### src/rtl/vec_issue_ctrl.sv
// Vector issue sequencer between ID and the CGRA accelerator.
// Captures vector ops, runs the start/ack/done handshake, writes back.
module vec_issue_ctrl #(
  parameter int XLEN    = 32,
  parameter int TIMEOUT = 256
) (
  input  logic            clk_i,
  input  logic            rst_n_i,
  input  logic            inst_valid_i,
  input  logic [6:0]      op_i,
  input  logic [2:0]      funct3_i,
  input  logic [6:0]      funct7_i,
  input  logic [4:0]      rd_i,
  input  logic [XLEN-1:0] rs1_data_i,
  input  logic [XLEN-1:0] rs2_data_i,
  input  logic            flush_i,
  output logic            accept_o,
  output logic            stall_o,
  output logic            cgra_start_o,
  output logic [9:0]      cgra_cfg_o,
  output logic [XLEN-1:0] cgra_op_a_o,
  output logic [XLEN-1:0] cgra_op_b_o,
  input  logic            cgra_ack_i,
  input  logic            cgra_done_i,
  input  logic [XLEN-1:0] cgra_result_i,
  output logic            wb_valid_o,
  output logic [4:0]      wb_rd_o,
  output logic [XLEN-1:0] wb_data_o,
  output logic            timeout_o
);

  localparam int         WDW    = $clog2(TIMEOUT);
  localparam logic [6:0] VEC_OP = 7'b1010111;

  typedef enum logic [1:0] {
    IDLE,
    REQ,
    BUSY,
    WB
  } state_t;

  state_t         state;
  logic [WDW-1:0] wd_q;
  logic           capture;
  logic           wd_hit;

  assign capture = (state == IDLE) && inst_valid_i
                && (op_i == VEC_OP) && !flush_i;
  assign wd_hit  = (wd_q == WDW'(TIMEOUT - 1));

  assign accept_o = capture;
  assign stall_o  = (state == REQ) || (state == BUSY);

  always_ff @(posedge clk_i or negedge rst_n_i) begin
    if (!rst_n_i) begin
      state        <= IDLE;
      wd_q         <= '0;
      cgra_start_o <= 1'b0;
      cgra_cfg_o   <= '0;
      cgra_op_a_o  <= '0;
      cgra_op_b_o  <= '0;
      wb_valid_o   <= 1'b0;
      wb_rd_o      <= '0;
      wb_data_o    <= '0;
      timeout_o    <= 1'b0;
    end else begin
      wb_valid_o <= 1'b0;
      timeout_o  <= 1'b0;
      unique case (state)
        IDLE: begin
          if (capture) begin
            state        <= REQ;
            wd_q         <= '0;
            cgra_start_o <= 1'b1;
            cgra_cfg_o   <= {funct7_i, funct3_i};
            cgra_op_a_o  <= rs1_data_i;
            cgra_op_b_o  <= rs2_data_i;
            wb_rd_o      <= rd_i;
          end
        end
        REQ: begin
          wd_q <= wd_q + WDW'(1);
          if (cgra_ack_i && cgra_done_i) begin
            state        <= WB;
            cgra_start_o <= 1'b0;
            wb_data_o    <= cgra_result_i;
            wb_valid_o   <= |wb_rd_o;
          end else if (cgra_ack_i) begin
            state        <= BUSY;
            cgra_start_o <= 1'b0;
          end else if (wd_hit) begin
            state        <= IDLE;
            cgra_start_o <= 1'b0;
            timeout_o    <= 1'b1;
          end
        end
        BUSY: begin
          wd_q <= wd_q + WDW'(1);
          if (cgra_done_i) begin
            state      <= WB;
            wb_data_o  <= cgra_result_i;
            wb_valid_o <= |wb_rd_o;
          end else if (wd_hit) begin
            state     <= IDLE;
            timeout_o <= 1'b1;
          end
        end
        WB: state <= IDLE;
        default: state <= IDLE;
      endcase
    end
  end

endmodule

### config.mk
export PLATFORM = sky130hd
export DESIGN_NAME = vec_issue_ctrl
export DESIGN_NICKNAME = d
export VERILOG_FILES = /design/src/rtl/vec_issue_ctrl.sv
export SDC_FILE = /design/constraint.sdc
export NUM_CORES = 1
export LEC_CHECK = 0
export ABC_AREA = 0
export CAP_MARGIN = 30
export CORE_ASPECT_RATIO = 0.5
export CORE_MARGIN = 1
export CORE_UTILIZATION = 25
export CTS_CLUSTER_DIAMETER = 200
export DETAILED_ROUTE_END_ITERATION = 10
export PLACE_DENSITY_LB_ADDON = 0.12
export SLEW_MARGIN = 40
export SYNTH_ARGS = -nofsm -noshare
export SYNTH_HDL_FRONTEND = slang
export SYNTH_SLANG_ARGS = --single-unit
### constraint.sdc
create_clock -name clk_i -period 2.11 [get_ports clk_i]
set_input_delay 0.5275 -clock clk_i [delete_from_list [all_inputs] [get_ports clk_i]]
set_output_delay 0.5275 -clock clk_i [all_outputs]
set_load 0.01 [all_outputs]
## Word level (Yosys, flattened, before mapping)

Index checks and enable logic that the tools add are counted.

| word-level totals | value |
|---|---|
| flip-flop bits (word level) | 124 |
| bits of input ports | 124 |
| output and inout port bits | 116 |
| logic and storage cells | 60 |

| cells by class | value |
|---|---|
| add/sub/neg operators | 1 |
| equality and inequality tests | 9 |
| multiplexer cells | 24 |
| reductions and logical operators | 16 |

Operators with widths:

| operator | number |
|---|---|
| $mux W32 | 2 |
| $pmux W32 S2 | 1 |
| $pmux W8 S2 | 1 |
| $mux W1 | 10 |
| $mux W2 | 5 |
| $add A8 B1 Y8 const B | 1 |
| $eq A8 B8 Y1 const B | 1 |
| $mux W8 | 1 |
| $pmux W2 S4 | 1 |
| $eq A7 B7 Y1 const B | 1 |
| $pmux W1 S2 | 3 |
| $reduce_and A3 Y1 | 2 |
| $reduce_bool A2 Y1 | 3 |
| $reduce_or A5 Y1 | 1 |
| $eq A2 B2 Y1 const B | 2 |
| $logic_and A1 B1 Y1 | 4 |
| $ne A2 B2 Y1 const B | 2 |
| $ne A4 B3 Y1 const B | 1 |
| $reduce_and A2 Y1 | 2 |
| $eq A2 B1 Y1 const B | 1 |
| $logic_not A2 Y1 | 1 |
| $ne A2 B1 Y1 const B | 1 |
| $reduce_or A2 Y1 | 1 |
| $logic_not A1 Y1 | 1 |
| $logic_or A1 B1 Y1 | 1 |

## Longest topological paths before layout

Gate-level depths: netlist of the first run.

| logic depth | value |
|---|---|
| depth after elaboration | 6 |
| mapped depth | 8 |
| mapped depth without buffers | 6 |

## Worst setup path after synthesis of the first run

Ideal clock, no wire load.

| path | value |
|---|---|
| path kind | input to register |
| start | in flush_i |
| end | reg cgra_op_b_o[28] |
| setup time | 125 ps |
| arrival | 1662 ps |
| path slack | 323 ps |
| cell stages on the path | 5 |
| path buffers | 2 |
| path through | and4bb_2 -> and4_4 -> buf_12 -> buf_6 -> mux2_2 |

| on the way | value |
|---|---|
| longest elaborated chain between the ends | 3 |

Ends and longest elaborated chain:

| item | line | RTL |
|---|---|---|
| start: declaration | 16 | `input logic flush_i,` |
| $logic_not A1 Y1 | 48 | `&& (op_i == VEC_OP) && !flush_i;` |
| $logic_and A1 B1 Y1 | 48 |  |
| $reduce_and A2 Y1 (no line) | n/a |  |
| end signal: assignment | 77 | `cgra_op_b_o <= rs2_data_i;` |
| end: declaration | 22 | `output logic [XLEN-1:0] cgra_op_b_o,` |

Every way passes these cells.
A chain may end at the register's enable or synchronous reset.

## Worst setup path in the final report of the first run

| path | value |
|---|---|
| start | in flush_i |
| end | out accept_o |

| on the way | value |
|---|---|
| longest elaborated chain between the ends | 2 |

Ends and longest elaborated chain:

| item | line | RTL |
|---|---|---|
| $logic_not A1 Y1 | 48 |  |
| $logic_and A1 B1 Y1 | 48 |  |
| end: declaration | 17 | `output logic accept_o,` |

Every way passes these cells.

==> results.sh, run 1 <==
export IMPL_setup_viol=0
export IMPL_p_leak_uw=0.00374
export IMPL_slew_violations=0
export IMPL_final_cells=886
export IMPL_port_buffers=239
export IMPL_syn_area_per_cell_um2=14.9
export IMPL_clock_latency_ps=400
export IMPL_p_per_area_mw_per_mm2=1020
export IMPL_max_freq_mhz=488
export IMPL_drc_errors=0
export IMPL_worstPathArrival_ps=1520
export IMPL_cts_sinks=124
export IMPL_p_int_uw=6180
export IMPL_crit_fanout=2
export IMPL_synth_top_family_by_area="multiplexers"
export IMPL_grt_max_degree=37
export IMPL_grt_pass1_wl_um=20500
export IMPL_combPwrFrac_pct=31.4
export IMPL_drt_iter0_markers=74
export IMPL_path_cells="clkdlybuf4s50_1 -> and4bb_2 -> nand3_2 -> nor2_1 -> buf_2"
export IMPL_wirelength_um=13500
export IMPL_slew_headroom_pct=71.3
export IMPL_synth_seq_area_share_pct=60.6
export IMPL_start_util_pct=25.9
export IMPL_p_sw_share_pct=28.8
export IMPL_pwr_share_seq_pct=36.5
export IMPL_async_reset_ff_share_pct=100
export IMPL_synth_compound_area_share_pct=4.57
export IMPL_cts_tree="yes"
export IMPL_critical_path_required_ps=1580
export IMPL_cts_root_buf="clkbuf_16"
export IMPL_status="completed"
export IMPL_ff2ff_setup_slack_ps=190
export IMPL_synth_edf_count=0
export IMPL_place_hpwl_um=9930
export IMPL_timing_setup_tns_ps=0
export IMPL_finalHoldViolations=0
export IMPL_syn_instance_count=344
export IMPL_synth_area_mm2=0.00512
export IMPL_core_area_mm2=0.0198
export IMPL_synth_flop_cell="dfrtp_1"
export IMPL_antenna_found_initial=0
export IMPL_cts_buffer_depth=2
export IMPL_htreeDepth=4
export IMPL_worstMarginPinSlew_ps=420
export IMPL_syn2layout_area_growth_pct=66.0
export IMPL_chipHeight_um=103
export IMPL_synthAdderAreaFrac_pct=1.22
export IMPL_worst_setup_path_end_kind="output pin"
export IMPL_overflow=0
export IMPL_postLayoutSetupSlackWorst_ps=61.6
export IMPL_fillers=1828
export IMPL_grt_pass1_vias=3821
export IMPL_antennaDiodeCount=0
export IMPL_vias_per_cell=4.21
export IMPL_wl_per_cell_um=15.2
export IMPL_synthSimpleGateAreaFrac_pct=4.15
export IMPL_muxShareOfSynthArea_pct=25.4
export IMPL_p_sw_uw=2490
export IMPL_critical_path_class="input port to output pin"
export IMPL_io_pins=240
export IMPL_fin_crit_sh_pct=97.1
export IMPL_ys_types=43
export IMPL_total_power_uw=8670
export IMPL_hp_class="input port to async pin"
export IMPL_yosysWarningCount=0
export IMPL_drv_cap=0
export IMPL_slowest_stage="clkdlybuf4s50_1"
export IMPL_cts_hold_buf=0
export IMPL_first_pass_iters=4
export IMPL_die_width_um=204
export IMPL_ant_nets=0
export IMPL_cp_num_buf_inv=2
export IMPL_ys_ff_latch=124
export IMPL_start_kind="input port"
export IMPL_vias=3731
export IMPL_die_area_mm2=0.0211
export IMPL_skew_ps=8.81
export IMPL_final_net_count=737
export IMPL_synth_xor_area_share_pct=0.171
export IMPL_drive_above_1_share_pct=26.0
export IMPL_dp_cells=854
export IMPL_cp_top_family="buffers and inverters"
export IMPL_path_clk_slew_ps=60
export IMPL_ir_drop_uv=608
export IMPL_synth_net_count=473
export IMPL_row_count=36
export IMPL_min_period_ps=2050
export IMPL_dp_slack_ps=-378
export IMPL_grtUsageTotal_pct=12.8
export IMPL_gp_congestion=0.760
export IMPL_cts_buffers=17
export IMPL_clock_power_share_pct=32.1
export IMPL_slowest_delay_ps=390
metrics by stage:
step / hold WS [ps] / utilization, % / cell area [um2]
final: 41.9 / 43.0 / 8500
after global routing: 37.6 / 43.0 / 8500
after CTS: 25.5 / 42.9 / 8490
after detailed placement: 471 / 40.1 / 7930
after global placement: 469 / 40.1 / 7930
after floorplan: 232 / - / 5120
cell type report:
class,count,area [um2],share of cell area [%]
Clock buffer,21,470,5.53
Clock inverter,10,91.3,1.07
Inverter,11,41.3,0.486
Multi-Input combinational cell,193,1830,21.5
Sequential cell,124,3100,36.5
Tap cell,266,333,3.92
Timing Repair Buffer,261,2640,31.0
Yosys cell counts (all sizes together), types with 2 or more instances:
cell	count	area, um2
dfrtp	124	3100
mux2	113	1270
nor2	3	11.3
o21ai	7	35.0
nand2b	2	12.5
o2bb2ai	2	17.5
nand2	8	30.0
ha	5	62.6
nor3	3	15.0
o211ai	3	27.5
and4	2	20.0
a31oi	2	18.8
mux2i	3	30.0
o22ai	2	12.5
inv	11	41.3
a21oi	10	50.1
buf	16	155
nand3	6	30.0
and3	2	13.8
o32a	2	20.0
nand4	4	25.0
sequential cells by signal, indices dropped and copies added (netlist names):
name and cells:
timeout_o 1, cgra_start_o 1, state 2, cgra_op_b_o 32
wb_data_o 32, wd_q 8, cgra_cfg_o 10, wb_valid_o 1
wb_rd_o 5, cgra_op_a_o 32
worst paths after layout:
check | start | end | cells after the start
max | flush_i | accept_o | 5
min | rst_n_i | wb_rd_o[0] | 1
max reg2reg | state[0] | cgra_op_a_o[28] | 6
min reg2reg | cgra_op_b_o[15] | cgra_op_b_o[15] | 1
max in group asynchronous | rst_n_i | cgra_op_b_o[18] | 2
min in group clk_i | cgra_op_b_o[15] | cgra_op_b_o[15] | 1
what timing repair did:
item | CTS | global route
buffers inserted | 0 | 1
setup endpoints to repair | 2 | 1
pin swaps | 0 | 2
gates cloned | 0 | 0
gates resized for setup | 5 | 1
endpoints found under the hold margin | 0 | 0
metal layers:
metal,up-vias,routed length (um),track usage [%]
met1,1862,5680,15.6
met4,0,96,4.65
met5,-,0,0
met3,7,674,3.92
li1,1774,-,-
met2,88,7030,21.9
cell families after synthesis:
| family | after synthesis |
|---|---|
| buf+inv | 27 |
| xor+xnor | 1 |
| mux | 116 |
| fa+ha+maj | 5 |
| simple gates | 37 |
| flops | 124 |
| compound gates | 34 |
power by group through the flow:
stage                     combinational (uW)  sequential, uW  clock (uW)
after CTS                               2760            3170        2890
after global routing                    2990            3240        2990
after global placement                  2770            3180           0
after detailed placement                2770            3200           0
final                                   2720            3170        2790
after floorplan                         1170            3340           0
cells in the final DEF (no fill, tap or decap), drive strengths merged, types with 2 or more instances in the layout:
| cell | synthesis | routed |
|---|---|---|
| clkbuf | 0 | 21 |
| nor2 | 3 | 3 |
| and3 | 2 | 2 |
| mux2 | 113 | 113 |
| ha | 5 | 5 |
| dfrtp | 124 | 124 |
| nand3 | 6 | 6 |
| clkdlybuf4s50 | 0 | 236 |
| and4 | 2 | 2 |
| a21oi | 10 | 10 |
| nor3 | 3 | 3 |
| o211ai | 3 | 3 |
| clkinv | 0 | 3 |
| o32a | 2 | 2 |
| nand2 | 8 | 8 |
| o21ai | 7 | 7 |
| clkinvlp | 0 | 5 |
| mux2i | 3 | 3 |
| inv | 11 | 12 |
| a31oi | 2 | 2 |
| o22ai | 2 | 2 |
| buf | 16 | 24 |
| nand4 | 4 | 4 |
| nand2b | 2 | 2 |
| o2bb2ai | 2 | 2 |
No activity file was read; power rests on OpenSTA's default activity.
==> inputs of run 2 (changes only) <==
--- a/config.mk
+++ b/config.mk
@@ -9,7 +9,7 @@
 export CAP_MARGIN = 30
 export CORE_ASPECT_RATIO = 0.5
 export CORE_MARGIN = 1
-export CORE_UTILIZATION = 25
+export CORE_UTILIZATION = 41
 export CTS_CLUSTER_DIAMETER = 200
 export DETAILED_ROUTE_END_ITERATION = 10
 export PLACE_DENSITY_LB_ADDON = 0.12
==> results.sh, run 2 (synthesis results as in run 1) <==
export IMPL_cts_buffer_depth=2
export IMPL_critical_path_class="input port to output pin"
export IMPL_place_hpwl_um=9410
export IMPL_multiInputGateArea_mm2=0.00183
export IMPL_rsz0062_at_grt="no"
export IMPL_cts_root_buf="clkbuf_16"
export IMPL_syn2layout_area_growth_pct=64.8
export IMPL_grt_pass1_vias=3823
export IMPL_busiest_layer="met2"
export IMPL_slew_headroom_pct=67.6
export IMPL_dp_slack_ps=-395
export IMPL_io_pins=240
export IMPL_setup_viol=0
export IMPL_met1_usage_pct=24.8
export IMPL_hp_class="input port to async pin"
export IMPL_first_pass_iters=4
export IMPL_fillers=872
export IMPL_htreeDepth=4
export IMPL_drc_errors=0
export IMPL_vias_per_cell=4.83
export IMPL_grt_max_degree=41
export IMPL_drt_iter0_markers=119
export IMPL_finalHoldViolations=0
export IMPL_met2_usage_pct=34.9
export IMPL_core_area_mm2=0.0120
export IMPL_antenna_found_initial=0
export IMPL_path_clk_slew_ps=60
export IMPL_port_buffers=239
export IMPL_grt_use_met3_pct=4.75
export IMPL_p_per_area_mw_per_mm2=1070
export IMPL_cts_sinks=124
export IMPL_cts_tree="yes"
export IMPL_grtUsageTotal_pct=20.0
export IMPL_gp_congestion=0.770
export IMPL_drv_cap=0
export IMPL_row_count=28
export IMPL_seqCellArea_mm2=0.00310
export IMPL_cts_buffers=17
export IMPL_ir_drop_uv=694
export IMPL_fin_crit_sh_pct=96.3
export IMPL_layout_common_cells="232 x clkdlybuf4s50_1, 124 x dfrtp_1, 98 x mux2_2"
export IMPL_vias=3800
export IMPL_slew_violations=0
export IMPL_critical_path_required_ps=1580
export IMPL_dpl_cell_area_mm2=0.00781
export IMPL_p_leak_uw=0.00381
export IMPL_slowest_delay_ps=450
export IMPL_status="completed"
export IMPL_post_cts_buffers=0
export IMPL_overflow=0
export IMPL_layout_commonest_cell="clkdlybuf4s50_1"
export IMPL_wirelength_um=12800
export IMPL_min_period_ps=2030
export IMPL_final_net_count=738
export IMPL_worst_setup_path_end_kind="output pin"
export IMPL_crit_fanout=2
export IMPL_wl_per_cell_um=16.3
export IMPL_antennaDiodeCount=0
export IMPL_chipHeight_um=81.0
export IMPL_start_util_pct=42.7
export IMPL_worstMarginPinSlew_ps=486
export IMPL_max_freq_mhz=492
export IMPL_path_cells="clkdlybuf4s50_1 -> and3_2 -> nand3_2 -> nor2_2 -> buf_2"
export IMPL_skew_ps=9.53
export IMPL_slowest_stage="clkdlybuf4s50_1"
export IMPL_clock_latency_ps=410
export IMPL_die_width_um=160
export IMPL_die_area_mm2=0.0130
export IMPL_final_cell_area_mm2=0.00844
export IMPL_reg_top3="cgra_op_a_o: 32 flops, cgra_op_b_o: 32 flops, wb_data_o: 32 flops"
export IMPL_drive_above_1_share_pct=26.4
export IMPL_postLayoutSetupSlackWorst_ps=78.8
export IMPL_ant_nets=0
export IMPL_grt_pass1_wl_um=19900
export IMPL_start_kind="input port"
export IMPL_worstPathArrival_ps=1500
==> run 2: per-layer routing <==
metal,share of wire (%),routed length [um]
met5,0,0
met3,4.9,628
met2,51,6580
met4,1.2,156
met1,43,5480
==> run 2: area by class of cell <==
cell class / count / share of cell area [%]
clock inverter: 13 / 2.08
sequential: 124 / 36.8
timing repair buffer: 262 / 31.3
inverter: 11 / 0.489
clock buffer: 19 / 5.25
tap: 165 / 2.45
multi-input combinational: 193 / 21.7
==> run 2: path summary, 6_finish.rpt <==
| path | from | endpoint | slack, ps | cells past startpoint |
|---|---|---|---|---|
| setup / recovery | op_i[1] | accept_o | 80 | 5 |
| hold reg to reg | cgra_op_b_o[17] | cgra_op_b_o[17] | 480 | 1 |
| hold / removal | rst_n_i | cgra_start_o | 80 | 1 |
| min in group clk_i | cgra_op_b_o[17] | cgra_op_b_o[17] | 480 | 1 |
| setup reg to reg | state[1] | cgra_cfg_o[0] | 220 | 6 |
| max in group asynchronous | rst_n_i | wb_rd_o[2] | 1400 | 2 |
==> run 2: power by group <==
| group | internal (uW) | total [uW] | switching [uW] |
|---|---|---|---|
| clock network | 1920 | 3060 | 1140 |
| registers | 2860 | 3170 | 305 |
| logic | 1620 | 2760 | 1140 |
==> run 2: metrics by stage <==
step | utilization (%) | hold slack (ps) | TNS, ps | power [uW] | instances
after floorplan | - | 232 | 0 | 4510 | 344
after CTS | 70.3 | 93.8 | 0 | 9070 | 787
final | 70.4 | 77.3 | 0 | 8990 | 787
after global routing | 70.4 | 108 | 0 | 9450 | 787
after detailed placement | 65.2 | 474 | -18400 | 5970 | 755
after global placement | 65.2 | 468 | -17680 | 5890 | 755
==> run 2: worst max-delay path, delay by kind of cell <==
| family | cells | cell delay, ps |
|---|---|---|
| buffers and inverters | 2 | 590 |
| AND/OR/NAND/NOR | 3 | 390 |
==> run 2: timing repair <==
action,CTS,global route
hold buffers,0,0
pin swaps,0,3
endpoints found under the setup margin,2,1
gates resized for setup,5,6
